## src/rtl/mips_pkg.sv

```systemverilog
// mips_pkg: shared multiply/divide op encodings, FSM states and iteration count
package mips_pkg;
  typedef enum logic [1:0] {
    MD_MULT  = 2'b00,
    MD_MULTU = 2'b01,
    MD_DIV   = 2'b10,
    MD_DIVU  = 2'b11
  } md_op_t;
  typedef enum logic [1:0] {
    S_IDLE = 2'b00,
    S_PREP = 2'b01,
    S_RUN  = 2'b10,
    S_FIX  = 2'b11
  } md_state_t;
  localparam int STEPS = 32;
endpackage

```

## src/rtl/md_sign_fixup.sv

```systemverilog
// md_sign_fixup: turns the unsigned magnitude result into signed HI/LO (raw result, op, operand signs, div-by-zero in; hi/lo out)
module md_sign_fixup
  import mips_pkg::*;
#(
  parameter int WIDTH = 32
) (
  input  logic [2*WIDTH-1:0] raw,
  input  md_op_t             op,
  input  logic               sa,
  input  logic               sb,
  input  logic               dbz,
  output logic [WIDTH-1:0]   hi,
  output logic [WIDTH-1:0]   lo
);
  logic [2*WIDTH-1:0] prod;
  logic               is_div;
  always_comb begin
    is_div = (op == MD_DIV) || (op == MD_DIVU);
    prod   = (sa ^ sb) ? -raw : raw;
    // remainder follows the dividend sign, which also restores HI=A on divide by zero
    hi     = is_div ? (sa ? -raw[2*WIDTH-1:WIDTH] : raw[2*WIDTH-1:WIDTH]) : prod[2*WIDTH-1:WIDTH];
    // divide by zero keeps the all-ones quotient regardless of signs
    lo     = is_div ? (((sa ^ sb) && !dbz) ? -raw[WIDTH-1:0] : raw[WIDTH-1:0]) : prod[WIDTH-1:0];
  end
endmodule

```

## src/rtl/mult_div_unit.sv

```systemverilog
// mult_div_unit: 32-step sequential MULT/MULTU/DIV/DIVU with HI/LO (start/MDOp/A/B in; Busy/Done/DivByZero/HI/LO out)
module mult_div_unit
  import mips_pkg::*;
#(
  parameter int WIDTH = 32
) (
  input  logic             clk,
  input  logic             reset,
  input  logic             start,
  input  logic [1:0]       MDOp,
  input  logic [WIDTH-1:0] A,
  input  logic [WIDTH-1:0] B,
  output logic             Busy,
  output logic             Done,
  output logic             DivByZero,
  output logic [WIDTH-1:0] HI,
  output logic [WIDTH-1:0] LO
);
  localparam int CW = $clog2(WIDTH);
  md_state_t          state, state_n;
  md_op_t             op;
  logic               sa, sb, dbz, sgn, is_div, ge;
  logic [WIDTH-1:0]   ma, mb, rnext, fhi, flo;
  logic [2*WIDTH-1:0] acc;
  logic [CW-1:0]      cnt;
  logic [WIDTH:0]     msum, rem;
  assign sgn    = ~MDOp[0];
  assign is_div = (op == MD_DIV) || (op == MD_DIVU);
  assign Busy   = state != S_IDLE;
  always_comb begin
    msum  = {1'b0, acc[2*WIDTH-1:WIDTH]} + (mb[0] ? {1'b0, ma} : '0);
    // partial remainder with the next dividend bit shifted in; may need WIDTH+1 bits
    rem   = {acc[2*WIDTH-1:WIDTH], ma[WIDTH-1]};
    ge    = rem >= {1'b0, mb};
    rnext = ge ? WIDTH'(rem - {1'b0, mb}) : rem[WIDTH-1:0];
  end
  always_comb begin
    state_n = state;
    case (state)
      S_IDLE:  state_n = start ? S_PREP : S_IDLE;
      S_PREP:  state_n = S_RUN;
      S_RUN:   state_n = (cnt == '0) ? S_FIX : S_RUN;
      default: state_n = S_IDLE;
    endcase
  end
  always_ff @(posedge clk or posedge reset)
    if (reset) state <= S_IDLE;
    else state <= state_n;
  md_sign_fixup #(.WIDTH(WIDTH)) u_fix (
    .raw(acc), .op(op), .sa(sa), .sb(sb), .dbz(dbz), .hi(fhi), .lo(flo)
  );
  always_ff @(posedge clk or posedge reset)
    if (reset) begin
      op        <= MD_MULT;
      sa        <= 1'b0;
      sb        <= 1'b0;
      dbz       <= 1'b0;
      ma        <= '0;
      mb        <= '0;
      acc       <= '0;
      cnt       <= '0;
      Done      <= 1'b0;
      DivByZero <= 1'b0;
      HI        <= '0;
      LO        <= '0;
    end else begin
      Done      <= 1'b0;
      DivByZero <= 1'b0;
      case (state)
        S_IDLE: if (start) begin
          op  <= md_op_t'(MDOp);
          sa  <= sgn & A[WIDTH-1];
          sb  <= sgn & B[WIDTH-1];
          ma  <= (sgn & A[WIDTH-1]) ? -A : A;
          mb  <= (sgn & B[WIDTH-1]) ? -B : B;
          dbz <= B == '0;
        end
        S_PREP: begin
          acc <= '0;
          cnt <= CW'(WIDTH - 1);
        end
        S_RUN: begin
          cnt <= cnt - 1'b1;
          if (is_div) begin
            acc <= {rnext, acc[WIDTH-2:0], ge};
            ma  <= ma << 1;
          end else begin
            acc <= {msum, acc[WIDTH-1:1]};
            mb  <= mb >> 1;
          end
        end
        default: begin
          HI        <= fhi;
          LO        <= flo;
          Done      <= 1'b1;
          DivByZero <= dbz & is_div;
        end
      endcase
    end
endmodule

```

## config.mk

```make
export PLATFORM = sky130hd
export DESIGN_NAME = mult_div_unit
export DESIGN_NICKNAME = d
export VERILOG_FILES = /design/src/rtl/mips_pkg.sv /design/src/rtl/md_sign_fixup.sv /design/src/rtl/mult_div_unit.sv
export SDC_FILE = /design/constraint.sdc
export NUM_CORES = 1
export LEC_CHECK = 0
export CAP_MARGIN = 10
export CORE_MARGIN = 5
export CORE_UTILIZATION = 45
export CTS_BUF_LIST = sky130_fd_sc_hd__clkbuf_8 sky130_fd_sc_hd__clkbuf_16
export CTS_CLUSTER_DIAMETER = 150
export CTS_CLUSTER_SIZE = 20
export DETAILED_ROUTE_END_ITERATION = 8
export PLACE_DENSITY = 0.66
export SYNTH_ARGS = -nofsm -noshare
export SYNTH_HDL_FRONTEND = slang
export SYNTH_SLANG_ARGS = --single-unit
export TNS_END_PERCENT = 10
```

## constraint.sdc

```tcl
create_clock -name clk -period 13.2 [get_ports clk]
set_clock_uncertainty 0.1 [all_clocks]
set_input_delay 2.64 -clock clk [delete_from_list [all_inputs] [get_ports clk]]
set_output_delay 2.64 -clock clk [all_outputs]
set_load 0.05 [all_outputs]
```

==> key figures <==
Synth
  • Unique cell type count in the Yosys netlist: 78
  • FFs w/ async S/R, synth: 1.00
  • Top_reg_cell synth: dfrtp_1
  • Yosys reg bits: 205
  • Cells after Synth: 1837
  • YS warnings: 0
  • EDFF count, synth: 0
  • Sequential area share after synthesis: 0.341
  • Synthesized Nets: 1981
  • Mapped Area: 15000 um^2
  • Avg Inst Size Synth: 8.19 um^2

Placed design
  • GP Congestion: 0.941
  • Dpl hpwl: 32900 um
  • IO Port Bufs: 135
  • DP Area: 16700 um^2
  • DP Worst Slack: 7210 ps

STA
  • Final WS setup: 7700 ps
  • RSZ-0062 raised after global routing: no
  • Max frequency: 182 MHz
  • Pins Over Slew Limit: 0
  • Fin crit period: 5500 ps
  • Final setup fails: 0
  • Setup TNS: 0 ps
  • Final hold viol count: 0
  • Fin crit share: 0.417
  • Worst Tran Pin Value: 1080 ps
  • Max_slew headroom: 0.278

Pwr
  • Leak: 7.41 nW
  • VDD IR max: 0.167 mV
  • Pwr dens: 266 nW/um^2

Worst setup path
  • Reg-to-Reg End: acc[58]$_DFFE_PP0P_
  • Slowest stage cell, crit path: nor4_1
  • Critical path data arrival time: 5780 ps
  • WP buf/inv: 1
  • CP Data Required Time: 13480 ps
  • Top delay family on crit path: simple AND/OR/NAND/NOR gates
  • Cell Chain, Critical Path: clkdlybuf4s50_1, nor4_1, and2_1, nand2_1, nor4_1, and3_1, a21oi_1, xor2_1, a221o_1
  • Critical path's most frequent cell: nor4_1
  • R2r setup slk: 8750 ps
  • Worst r2r path cells: 13
  • Reg-to-reg startpoint: mb[0]$_DFFE_PP0P_
  • Startpoint class of the critical path: primary input
  • Largest incremental delay on the critical path: 710 ps
  • Worst Path Max Fanout: 6
  • WS Path Type: primary input to flip-flop
  • Crit end category: flip-flop

Floorplanning
  • Die Width: 193 um
  • Core area: 33300 um^2
  • Die ar.: 37200 um^2
  • Die Ht: 193 um
  • Starting Density: 0.452
  • Row cnt: 67
  • I/O Pins: 136

Drt
  • First-pass detailed-route iteration total: 6
  • Drc violations: 0
  • Final wirelength: 43200 um
  • Initial drt markers: 1052
  • Via count: 13.3k
  • Remaining antenna violation count after routing: 0
  • DR vias/cell: 5.67
  • Wire length per cell: 18.4 um

GRT
  • First-pass GRT wire length: 69500 um
  • Number of global-route vias before repair: 12.7k
  • GRT Util Overall: 0.231
  • Number of antenna violations at the first check in global routing: 1
  • Largest net degree at the start of global routing: 86
  • Global route overflow: 0

Clocking
  • H-tree levels: 1
  • Clock Sink Count: 205
  • Insertion delay to the later sink of the worst-skew pair: 500 ps
  • Post-CTS Setup Bufs: 0
  • Num CTS Buffers: 14
  • Clk root buf: clkbuf_16
  • Clock Path Buffers: 3
  • Hold-fix buffers at CTS: 0
  • Clk slew on worst S/H paths: 80 ps
  • # resized after CTS: 0
  • CTS tree: done

Cells and area
  • Final Instance Area: 17100 um^2
  • Fin nets: 2044
  • Util after Layout: 0.514
  • Layout cells sized above 1: 0.0342
  • P&R area growth vs syn: 13.7%
  • # diodes: 0

Hold path
  • WHS Path Cells: 2
  • Type of the tightest min-delay check: flip-flop to flip-flop
  • Hold Path End: mb[29]$_DFFE_PP0P_
  • Min-delay src: mb[29]$_DFFE_PP0P_

Run status
  • Outcome: finished clean

Run
  • Maxcap violations: 0
cell type report:
type                            instances  area [um^2]
Timing Repair Buffer                  148         1450
Multi-Input combinational cell       1434         9200
Clock buffer                           15          375
Inverter                               97          372
Clock inverter                          2         20.0
Fill cell                            3240        16200
Tap cell                              448          561
Sequential cell                       205         5130
worst max-delay path by stage:
stage,cells past startpoint,startpoint,slack (ps),to
final,9,B[2],7700,mb[30]$_DFFE_PP0P_
after global routing,11,B[2],7500,mb[26]$_DFFE_PP0P_
after CTS,9,B[2],7730,mb[30]$_DFFE_PP0P_
after detailed placement,9,B[2],7210,mb[30]$_DFFE_PP0P_
after global placement,11,A[4],7320,ma[27]$_DFFE_PP0P_
after floorplan,1,reset,4860,DivByZero$_DFF_PP0_
worst register-to-register path: cells and delay by family (launching register included):
family	cells	cell delay, ps
AO/OA/AOI/OAI	7	1730
flip-flops	1	940
adder cells (fa/ha/maj)	2	740
AND/OR/NAND/NOR	2	570
XOR/XNOR	1	160
buffers and inverters	1	60
cells in the mapped netlist, types with 11 or more instances:
| cell type | count | area share |
|---|---|---|
| nand2b_1 | 15 | 0.0062 |
| o31ai_1 | 16 | 0.0080 |
| clkbuf_1 | 87 | 0.022 |
| or3_1 | 20 | 0.0083 |
| and2_1 | 36 | 0.015 |
| mux2i_1 | 41 | 0.027 |
| a31oi_1 | 21 | 0.0087 |
| nand3_1 | 15 | 0.0050 |
| a211oi_1 | 12 | 0.0060 |
| nor2_1 | 188 | 0.047 |
| nor4_1 | 18 | 0.0075 |
| dfrtp_1 | 205 | 0.34 |
| xor2_1 | 71 | 0.041 |
| o22ai_1 | 22 | 0.0092 |
| o2bb2ai_1 | 29 | 0.017 |
| a21oi_1 | 224 | 0.075 |
| xnor2_1 | 98 | 0.057 |
| ha_1 | 73 | 0.061 |
| o21ai_0 | 155 | 0.052 |
| a21o_1 | 24 | 0.012 |
| nor3_1 | 32 | 0.011 |
| o21a_1 | 11 | 0.0055 |
| nand2_1 | 159 | 0.040 |
| inv_1 | 96 | 0.024 |
| o211ai_1 | 16 | 0.0080 |
sequential cells by signal, summed over array words and instances, names as in the netlist:
name	count
HI	32
sa	1
LO	32
Done	1
state	2
sb	1
acc	64
DivByZero	1
ma	32
op	1
mb	32
cnt	5
dbz	1
routing by layer:
layer	track usage	vias up	routed length, um
li1	-	6620	-
met1	0.349	6306	21200
met2	0.354	350	18700
met3	0.0279	44	2410
met4	0.0491	0	823
met5	0	-	0
cells by family after synthesis:
kind of cell,Yosys count,share of synthesized area
AND/OR/NAND/NOR,539,0.170
buffers and inverters,198,0.0509
adder cells (fa/ha/maj),75,0.0634
flip-flops,205,0.341
multiplexers,49,0.0333
XOR/XNOR,169,0.0984
AO/OA/AOI/OAI,602,0.243
stage by stage:
step	power, W	hold slack (ps)	std cells
finish	0.00454	393	2349
global route	0.00490	424	2349
CTS	0.00454	394	2349
detailed placement	0.00409	375	2332
global placement	0.00405	367	2332
floorplan	0.00323	348	1837
cells in the final DEF, fill, tap and decap left out, types with 36 or more instances in the layout:
| cell | instances |
|---|---|
| a21oi_1 | 223 |
| and2_1 | 36 |
| clkdlybuf4s50_1 | 135 |
| dfrtp_1 | 204 |
| ha_1 | 71 |
| inv_1 | 96 |
| mux2i_1 | 41 |
| nand2_1 | 159 |
| nor2_1 | 188 |
| o21ai_0 | 155 |
| xnor2_1 | 98 |
| xor2_1 | 71 |
power by group:
| part | total [W] | internal, W | switching (W) |
|---|---|---|---|
| sequential | 0.00113 | 0.000866 | 0.000263 |
| clock | 0.000431 | 0.000206 | 0.000225 |
| combinational | 0.00298 | 0.00106 | 0.00192 |
| total | 0.00454 | 0.00213 | 0.00241 |
(Power assumes the default switching activity.)
